### config.mk
export PLATFORM = sky130hd
export DESIGN_NAME = core2axi4l_pipe
export DESIGN_NICKNAME = d
export VERILOG_FILES = /design/src/rtl/core2axi4l_pipe.sv
export SDC_FILE = /design/constraint.sdc
export NUM_CORES = 1
export LEC_CHECK = 0
export CAP_MARGIN = 20
export CELL_PAD_IN_SITES_DETAIL_PLACEMENT = 1
export CELL_PAD_IN_SITES_GLOBAL_PLACEMENT = 2
export CORE_MARGIN = 3
export CORE_UTILIZATION = 10
export CTS_CLUSTER_DIAMETER = 150
export CTS_CLUSTER_SIZE = 40
export DETAILED_ROUTE_END_ITERATION = 10
export PLACE_DENSITY = 0.95
export SKIP_LAST_GASP = 1
export SLEW_MARGIN = 20
export SYNTH_ARGS = -nofsm -noshare
export SYNTH_HDL_FRONTEND = slang
export SYNTH_SLANG_ARGS = --single-unit
### constraint.sdc
create_clock -name clk_i -period 1.7 [get_ports clk_i]
set_input_delay 0.255 -clock clk_i [delete_from_list [all_inputs] [get_ports clk_i]]
set_output_delay 0.255 -clock clk_i [all_outputs]
set_load 0.01 [all_outputs]
### src/rtl/core2axi4l_pipe.sv
// rtl/core2axi4l_pipe.sv - pipelined core request/response bus to AXI4-Lite master bridge
//
// Purpose: turns a simple req/gnt/rvalid core bus into AXI4-Lite transactions,
// keeping up to MAX_OUT transfers in flight in a single direction at a time.
// Address, write data and strobes are passed straight through; the core holds
// its request stable until granted.
//
// Ports:
//   clk_i, rst_i            clock (rising edge), asynchronous active-high reset
//   core_req_i .. core_wdata_i   core request: req, write-enable, byte enables, address, data
//   core_gnt_o              request accepted (AR handshake, or last of AW/W handshakes)
//   core_rvalid_o           response strobe, same cycle as the R or B handshake
//   core_rdata_o            read data on read responses, zero otherwise
//   core_err_o              response was SLVERR/DECERR
//   axi_aw*/axi_w*/axi_b*/axi_ar*/axi_r*   AXI4-Lite master port
module core2axi4l_pipe #(
  parameter int         AW      = 32,
  parameter int         DW      = 32,
  parameter int         MAX_OUT = 4,
  parameter logic [2:0] PROT    = 3'b000
) (
  input  logic            clk_i,
  input  logic            rst_i,
  input  logic            core_req_i,
  input  logic            core_we_i,
  input  logic [DW/8-1:0] core_be_i,
  input  logic [AW-1:0]   core_addr_i,
  input  logic [DW-1:0]   core_wdata_i,
  output logic            core_gnt_o,
  output logic            core_rvalid_o,
  output logic            core_err_o,
  output logic [DW-1:0]   core_rdata_o,
  output logic            axi_awvalid_o,
  input  logic            axi_awready_i,
  output logic [AW-1:0]   axi_awaddr_o,
  output logic [2:0]      axi_awprot_o,
  output logic            axi_wvalid_o,
  input  logic            axi_wready_i,
  output logic [DW-1:0]   axi_wdata_o,
  output logic [DW/8-1:0] axi_wstrb_o,
  input  logic            axi_bvalid_i,
  output logic            axi_bready_o,
  input  logic [1:0]      axi_bresp_i,
  output logic            axi_arvalid_o,
  input  logic            axi_arready_i,
  output logic [AW-1:0]   axi_araddr_o,
  output logic [2:0]      axi_arprot_o,
  input  logic            axi_rvalid_i,
  output logic            axi_rready_o,
  input  logic [DW-1:0]   axi_rdata_i,
  input  logic [1:0]      axi_rresp_i
);

  localparam int CW = $clog2(MAX_OUT + 1);
  localparam logic [CW-1:0] CNT_MAX = CW'(MAX_OUT);

  localparam logic [1:0] ST_IDLE = 2'd0;
  localparam logic [1:0] ST_RD   = 2'd1;
  localparam logic [1:0] ST_WR   = 2'd2;

  logic [1:0]    state_q, state_d;
  logic [CW-1:0] cnt_q, cnt_d;
  logic          aw_done_q, aw_done_d;
  logic          w_done_q, w_done_d;

  logic dir_ok, issuable;
  logic aw_hs, w_hs, ar_hs, r_hs, b_hs;
  logic gnt, rsp;
  logic unused_resp_bits;

  // Only the error bit of each response code matters to the core.
  assign unused_resp_bits = ^{axi_rresp_i[0], axi_bresp_i[0]};

  // Same-direction requests may pipeline; the opposite direction waits for
  // the state to fall back to IDLE, which only happens once cnt_q is zero.
  assign dir_ok = (state_q == ST_IDLE) ||
                  ((state_q == ST_RD) && !core_we_i) ||
                  ((state_q == ST_WR) && core_we_i);

  // Credit is judged on the registered count, so a freed slot is usable one
  // cycle after its response. Reset gates every valid combinationally.
  assign issuable = !rst_i && core_req_i && (cnt_q < CNT_MAX) && dir_ok;

  assign axi_arvalid_o = issuable && !core_we_i;
  assign axi_awvalid_o = issuable && core_we_i && !aw_done_q;
  assign axi_wvalid_o  = issuable && core_we_i && !w_done_q;

  assign axi_araddr_o = core_addr_i;
  assign axi_awaddr_o = core_addr_i;
  assign axi_wdata_o  = core_wdata_i;
  assign axi_wstrb_o  = core_be_i;
  assign axi_arprot_o = PROT;
  assign axi_awprot_o = PROT;

  assign ar_hs = axi_arvalid_o && axi_arready_i;
  assign aw_hs = axi_awvalid_o && axi_awready_i;
  assign w_hs  = axi_wvalid_o && axi_wready_i;

  // A write is granted when both halves are done, counting handshakes that
  // complete in this very cycle.
  assign gnt = ar_hs ||
               (issuable && core_we_i && (aw_done_q || aw_hs) && (w_done_q || w_hs));

  assign axi_rready_o = (state_q == ST_RD) && (cnt_q != '0);
  assign axi_bready_o = (state_q == ST_WR) && (cnt_q != '0);

  assign r_hs = axi_rvalid_i && axi_rready_o;
  assign b_hs = axi_bvalid_i && axi_bready_o;
  assign rsp  = r_hs || b_hs;

  assign core_gnt_o    = gnt;
  assign core_rvalid_o = rsp;
  assign core_rdata_o  = r_hs ? axi_rdata_i : '0;
  assign core_err_o    = (r_hs && axi_rresp_i[1]) || (b_hs && axi_bresp_i[1]);

  always_comb begin
    cnt_d = cnt_q;
    if (gnt && !rsp) begin
      cnt_d = cnt_q + CW'(1);
    end else if (!gnt && rsp) begin
      cnt_d = cnt_q - CW'(1);
    end

    state_d = state_q;
    if (gnt) begin
      state_d = core_we_i ? ST_WR : ST_RD;
    end else if (cnt_d == '0) begin
      state_d = ST_IDLE;
    end

    aw_done_d = gnt ? 1'b0 : (aw_done_q || aw_hs);
    w_done_d  = gnt ? 1'b0 : (w_done_q || w_hs);
  end

  always_ff @(posedge clk_i or posedge rst_i) begin
    if (rst_i) begin
      state_q   <= ST_IDLE;
      cnt_q     <= '0;
      aw_done_q <= 1'b0;
      w_done_q  <= 1'b0;
    end else begin
      state_q   <= state_d;
      cnt_q     <= cnt_d;
      aw_done_q <= aw_done_d;
      w_done_q  <= w_done_d;
    end
  end

endmodule

After elaboration in Yosys (flattened, before gate mapping)
Index checks and enable logic that the tools add are counted.
{"block": "totals", "reg_bits": 7, "latchBits": 0, "mem_bits_rw": 0, "rom_bits": 0, "in_bits": 113, "out_inout_bits": 146, "wordCells": 56, "memories": 0}
{"block": "classes", "add_sub_neg": 2, "multipliers": 0, "n_div": 0, "order_cmp": 1, "n_eq_ne": 2, "shifts": 0, "mux": 8, "n_bitwise": 0, "n_reduce_logical": 39}
{"op": "32-bit 2-to-1 mux", "count": 1}
{"op": "1-bit logical AND", "count": 22}
{"op": "1-bit logical OR", "count": 7}
{"op": "1-bit zero test", "count": 6}
{"op": "2-bit 2-to-1 mux", "count": 3}
{"op": "3-bit 2-to-1 mux", "count": 2}
{"op": "3-bit by 1-bit adder with 3-bit output (second input constant)", "count": 1}
{"op": "3-bit zero test", "count": 1}
{"op": "3-bit < comparator (second input constant)", "count": 1}
{"op": "3-bit nonzero test", "count": 1}
{"op": "3-bit by 1-bit subtractor with 3-bit output (second input constant)", "count": 1}
{"op": "2-bit by 1-bit == test with 1-bit output (second input constant)", "count": 1}
{"op": "2-bit == test (second input constant)", "count": 1}
{"op": "2-bit zero test", "count": 1}
{"op": "1-bit 2-to-1 mux", "count": 2}
{"op": "2-bit nonzero test", "count": 1}

Longest topological paths before layout
{"block": "logic_depth", "ltp_word": 19, "depth_mapped": 8, "mapped_depth_nobuf": 8}

Least setup slack after synthesis
No wires, ideal clock.
{"block": "synth_path", "path_type": "register -> output", "start": "register cnt_q[0]", "end": "output core_rdata_o[14]", "arrival_time_ns": 1.607, "required_time_ns": 1.445, "path_slack_ns": -0.162, "stages_incl_launch_ff": 7, "path_buffers": 1, "path_cell_list": "dfrtp_1 inv_1 ha_1 nor2b_1 nor3b_2 clkbuf_1 and3_1"}
{"block": "synth_via", "elab_chain_len": 4}
{"item": "start: declaration", "line": "62", "rtl": "logic [CW-1:0] cnt_q, cnt_d;"}
{"item": "start signal: assignment", "line": "143", "rtl": "cnt_q <= cnt_d;"}
{"item": "3-bit nonzero test", "line": "104", "rtl": "assign axi_rready_o = (state_q == ST_RD) && (cnt_q != '0);"}
{"item": "1-bit logical AND", "line": "104"}
{"item": "net axi_rready_o", "line": "49", "rtl": "output logic axi_rready_o,"}
{"item": "1-bit logical AND", "line": "107", "rtl": "assign r_hs = axi_rvalid_i && axi_rready_o;"}
{"item": "32-bit 2-to-1 mux", "line": "113", "rtl": "assign core_rdata_o = r_hs ? axi_rdata_i : '0;"}
{"item": "end: declaration", "line": "32", "rtl": "output logic [DW-1:0] core_rdata_o,"}
The timed path passes the listed nets, and every way through them passes these cells.

Worst setup path after layout
{"block": "layout_path", "start": "register cnt_q[0]", "end": "output core_rdata_o[20]"}
{"block": "layout_via", "elab_chain_len": 4}
{"item": "3-bit nonzero test", "line": "104"}
{"item": "1-bit logical AND", "line": "104"}
{"item": "1-bit logical AND", "line": "107"}
{"item": "32-bit 2-to-1 mux", "line": "113"}
No other way between the ends.

==> run summary <==
Cell Rows: 44
Die Y: 130 um
Die Area: 17000 um2
M2 GR Usage: 0.128
worst vdd ir: 0.000386 V
met3 track demand over resource: 0.0225
largest net degree at the start of global routing: 19
Layout fillers: 1689
reg-to-reg slack, setup: -0.23 ns
worst reg-to-reg path cell count: 8
fraction of layout cells with a size suffix above 1: 0.605
synthesized area per cell: 7.73 um2
area delta synth->final: 68.3%
Pre-antenna DRT Iters: 4
RSZ-0062 raised after global routing: yes
mapped cell area: 1550 um2
first-pass GRT wire length: 8120 um
wire per inst: 14.8 um
starting DRC count in detailed routing: 23
Finished Layout Cells: 412
Core Area: 14800 um2
post-layout util: 0.176
crit path max fanout: 5
CTS max path bufs: 2
WL final: 6100 um
total power draw: 2.75 mW
gpl congestion: 0.693
dpl cells: 382
achievable frequency: 486 MHz
number of global-route vias before repair: 1480
All-Layer GR Usage: 0.0629
HP Class: input port to async pin
routing usage on met1: 0.0493
Final Setup Violations: 44
launching point of the worst reg2reg path: cnt_q[2]$_DFF_PP0_
LEAKAGE: 1.16 nW
vias: 1347
Hold Vio Cnt, Final: 0
Tcrit/Tclk final: 1.21
initial core utilization: 0.104
#FFs+latches synth: 7
Syn Inst Count: 200
failing checks: setup timing
clk slew on worst S/H paths: 0.04 ns
# IOs: 259
root buf cell: clkbuf_16
Tmin final: 2.06 ns
required time worst endpoint: 1.44 ns
FF-to-FF End: cnt_q[1]$_DFF_PP0_
Setup TNS Final: -11.60 ns
WS Path Type: register to output pin
startpoint types: register
CP Capture Type: output pin
max-slew violation count: 0
final net count: 345
Pwr Density: 1060 nW/um2
max-cap violations: 0
worst skew pair latency: 0.23 ns
Distinct cells, synth: 29
clk sink count: 7
CTS tree: built
clock skew: 0.00133 ns
Die X: 130 um
Num CTS Buffers: 3
CP arrival: 1.80 ns
overflow left after global routing: 0
Port Buf Inserts: 82
Vias/cell: 3.27
hpwl dp: 4040 um
Most Crowded Layer GR: met2
drc violations: 0
n_diodes: 0
H-Tree Depth: 1
initial antenna violation count: 0
outcome: finished with violations
Syn. warnings: 0
share of the yosys chip area belonging to registers: 0.113
antenna-violating nets left: 0
final worst slack: -0.358 ns
DP Worst Slack: -0.563 ns
## state kept, by name, summed over array words and instances (netlist names)
signal	count
aw_done_q	1
cnt_q	3
state_q	2
w_done_q	1
## critical path, cell delays in order, from the launching register on
cell	delay (ns)
dfrtp_1	0.37
inv_2	0.06
ha_4	0.15
nor2b_4	0.13
nor3b_4	0.23
buf_6	0.14
buf_12	0.11
buf_12	0.11
and3_4	0.19
buf_6	0.09
## report_power, final
group          switching [mW]  internal (mW)
Clock                  0.0993          0.313
Sequential             0.0845          0.243
Combinational           0.811           1.20
## cells in the mapped netlist
cell / instances / area [um2]
buf_4: 106 / 796
and3_1: 33 / 206
nor2_1: 8 / 30.0
dfrtp_1: 7 / 175
clkbuf_1: 6 / 22.5
a21oi_1: 4 / 20.0
inv_1: 4 / 15.0
ha_1: 3 / 37.5
a21oi_2: 2 / 17.5
a31oi_1: 2 / 12.5
and2_1: 2 / 12.5
nand2_1: 2 / 7.51
nand3_2: 2 / 20.0
nand3b_1: 2 / 15.0
nor2b_1: 2 / 12.5
xnor2_1: 2 / 17.5
a22oi_2: 1 / 12.5
a31o_2: 1 / 8.76
and3_4: 1 / 11.3
conb_1: 1 / 3.75
mux2i_1: 1 / 10.0
nor3b_1: 1 / 7.51
nor3b_2: 1 / 12.5
nor3b_4: 1 / 18.8
o22a_1: 1 / 8.76
o2bb2ai_1: 1 / 8.76
o31ai_1: 1 / 7.51
or3b_1: 1 / 8.76
xor2_1: 1 / 8.76
## through the flow
step | hold WS, ns | instance area, um2
after detailed placement | 0.510 | 2070
after CTS | 0.379 | 2470
after global routing | 0.0721 | 2600
after global placement | 0.510 | 2070
final | 0.0436 | 2600
after floorplan | 0.0584 | 1650
## worst max-delay path by stage
| stage | start | end | slack, ns |
|---|---|---|---|
| 2_1_floorplan | cnt_q[0]$_DFF_PP0_ | state_q[0]$_DFFE_PP0P_ | -0.005 |
| 3_3_place_gp | axi_rvalid_i | core_rvalid_o | -0.44 |
| 3_5_place_dp | rst_i | state_q[1]$_DFFE_PP0P_ | -0.56 |
| 4_1_cts | cnt_q[0]$_DFF_PP0_ | core_rdata_o[20] | -0.34 |
| 5_1_grt | cnt_q[0]$_DFF_PP0_ | core_rdata_o[20] | -0.43 |
| 6_report | cnt_q[0]$_DFF_PP0_ | core_rdata_o[20] | -0.36 |
## area by class of cell
cell class,instances,area [um2],share of cell area
multi-input combinational,82,788,0.303
inverter,4,15.0,0.00577
tap,184,230,0.0885
sequential,7,175,0.0673
timing repair buffer,131,1310,0.505
clock buffer,4,78.8,0.0303
## cells in the final DEF, fill, tap and decap left out, types with 2 or more instances in the layout
cell	synthesis	routed
clkbuf_16	0	4
a21oi_4	0	2
and3_1	33	11
conb_1	1	6
nand3_2	2	2
a31oi_1	2	2
nor3b_4	1	3
buf_12	0	4
dfrtp_1	7	7
nor2_1	8	6
ha_1	3	2
inv_2	0	2
buf_4	106	28
nand3b_1	2	2
nand2_4	0	2
clkdlybuf4s50_1	0	41
a21oi_1	4	4
buf_2	0	12
buf_6	0	42
nor2_2	0	2
and3_4	1	23
inv_1	4	2
## routing by layer
| metal | part of all wire | vias to the layer above |
|---|---|---|
| met1 | 0.30 | 641 |
| li1 | - | 606 |
| met2 | 0.56 | 70 |
| met3 | 0.099 | 30 |
| met4 | 0.043 | 0 |
| met5 | 0 | - |
## logic make-up after synthesis
family	Yosys count	synth area share
other	1	0.00243
and+or+nand+nor	56	0.235
muxes	1	0.00648
buffers and inverters	116	0.539
DFF	7	0.113
xor gates and xnor gates	3	0.0170
adders and majority gates	3	0.0243
AOI/OAI and AO/OA	13	0.0624
## what timing repair did
item                       CTS  global route
hold buffers                 0             0
cloned                       4             1
setup endpoints to repair   45            45
pin swaps                   19            13
hold endpoints to repair     0             0
setup buffers               18             8
resized for setup          211            32
Power figures use the tool's default switching activity.
==> variant (config.mk and constraints unchanged) <==
Set the parameter `DW` to 24 (it was 32).
--- a/src/rtl/core2axi4l_pipe.sv
+++ b/src/rtl/core2axi4l_pipe.sv
@@ -16,5 +16,5 @@
 module core2axi4l_pipe #(
   parameter int         AW      = 32,
-  parameter int         DW      = 32,
+  parameter int         DW      = 24,
   parameter int         MAX_OUT = 4,
   parameter logic [2:0] PROT    = 3'b000
Ports: changed (6 resized); port bits go from 259 to 225. No check against the original RTL was run, so the function may have changed too.
==> variant against the original RTL <==
The run still ends with setup timing left; area after synthesis shrank 8.1%; cell count decreased by 11%; design area decreased by 18%; count of clock-buffer cells in the layout unchanged; sequential cell count unchanged; power is 15% lower; setup slack improved by 0.060 ns; routed wire length shrank 28%; synthesized cell count fell by 9.5%; register-to-register slack got worse by 0.04 ns; fmax is 3.0% higher; global-route usage decreased by 1.2 points; largest power group unchanged.
==> variant: results (changes against the original RTL) <==
Cells and area
The number of nets in the layout is 292 (-15%). The number of fillers in the final layout is 1,596 (-5.5%). The post-route cell area is 2130 um2 (-18%). The share of layout cells above drive strength 1 is 54.7% (-5.8 points).

Pwr
The worst vdd rail ir drop is 313 uV (-19%). The net switching share of the total power came to 35.3% (-0.81 points). The leakage power of the design is 0.000962 uW (-17%).

Critical path
The cell class contributing the biggest share of worst-path delay is buffers and inverters. The depth of the worst register-to-register path was 10 (+2). The end of the critical path is core_err_o.

The register-to-register setup slack is -0.27 ns (-0.04 ns). The largest driver fanout on the critical path is 3 (-2). The end of the worst register-to-register path is state_q[1]. The data arrival time of the critical path is 1.74 ns (-0.06 ns).

Placement
The placement-stage worst setup slack is -0.449 ns (+0.114 ns). The routability congestion estimate from global placement is 0.820 (+18%). The number of instances in the placed design is 344 (-9.9%). The sum of net half-perimeters after detailed placement is 3140 um (-22%).

The number of port buffers came to 66 (-20%). The cell area after placement was 1760 um2 (-15%).

Routing
The routed length on met2 is 2270 um (-34%). The routed metal-1 wire length came to 1520 um (-16%). The total wire length is 4420 um (-28%). The via-per-instance ratio is 3.11 (-5.0%). The average routed wire per standard cell is 12.0 um (-19%). The detailed-routed wire length on met3 is 566 um (-6.8%). The DRC violation total after the first TritonRoute iteration was 26 (+13%).

Synthesis
The average size of a mapped cell came to 7.85 um2 (+1.6%). The fraction of the mapped netlist area in compound gates is 6.78% (+0.55 points). Sorting the synthesized cells by how often they occur yields 97 x sky130_fd_sc_hd__buf_4, 25 x sky130_fd_sc_hd__and3_1, 8 x sky130_fd_sc_hd__nor2_1. The mux cell area share after synthesis is 0.705% (+0.057 points). The adder-cell share of the synthesized area is 2.64% (+0.21 points). The share of synthesized area occupied by flip-flops and latches is 12.3% (+1.0 points). The post-synthesis xor/xnor area fraction is 1.85% (+0.15 points). Sorting the synthesized cells by area gives the leading types as sky130_fd_sc_hd__buf_4 51%, sky130_fd_sc_hd__dfrtp_1 12%, sky130_fd_sc_hd__and3_1 11%.

Timing
The total of endpoints with negative setup slack in the final report is 34 (-23%). The setup TNS after final layout was -6.71 ns (+4.88 ns). The number of hold violations in the final report is 0 (unchanged).

The final setup slack of the worst path was -0.297 ns (+0.0604 ns). The setup skew after layout came to 0.00121 ns (-0.000115 ns). The worst hold slack is 0.0505 ns (+0.00693 ns).

Clock network
The clock input transition at the sequential cells of the worst setup and hold paths was 0.04 ns (about the same).

Run status
The run finished, with violations left. The checks that failed: setup timing.

Global route
The via count of the first global-routing pass was 1,213 (-18%). The global-route usage over all layers is 5.05% (-1.2 points). The global-route wire length before repair is 6490 um (-20%).
[variant: power by group through the flow]
stage / clock (uW) / combinational, uW / sequential (uW)
floorplan: 0 / 773 / 321
global placement: 0 / 1070 / 310
detailed placement: 0 / 1110 / 319
CTS: 402 / 1510 / 311
global route: 416 / 1760 / 324
finish: 395 / 1640 / 315
[variant: final cells by class]
| type | count | share of cell area, % |
|---|---|---|
| flip-flops and latches | 7 | 8.23 |
| multi-input cells | 74 | 32.5 |
| clock buffers | 4 | 3.70 |
| repair buffers | 103 | 44.5 |
| well taps | 176 | 10.3 |
| inverters | 4 | 0.705 |
[variant: layer usage]
layer  global-route usage (%)  vias to the layer above
met3                     3.16                       15
met2                     8.60                       95
li1                         -                      511
met1                     5.24                      522
met4                     1.28                        0
met5                        0                        -
[variant: what timing repair did]
item	4_1_cts	5_1_grt
setup endpoints to repair	37	37
pin swaps	12	9
setup buffers	16	8
gates resized for setup	163	21
gates cloned	1	0
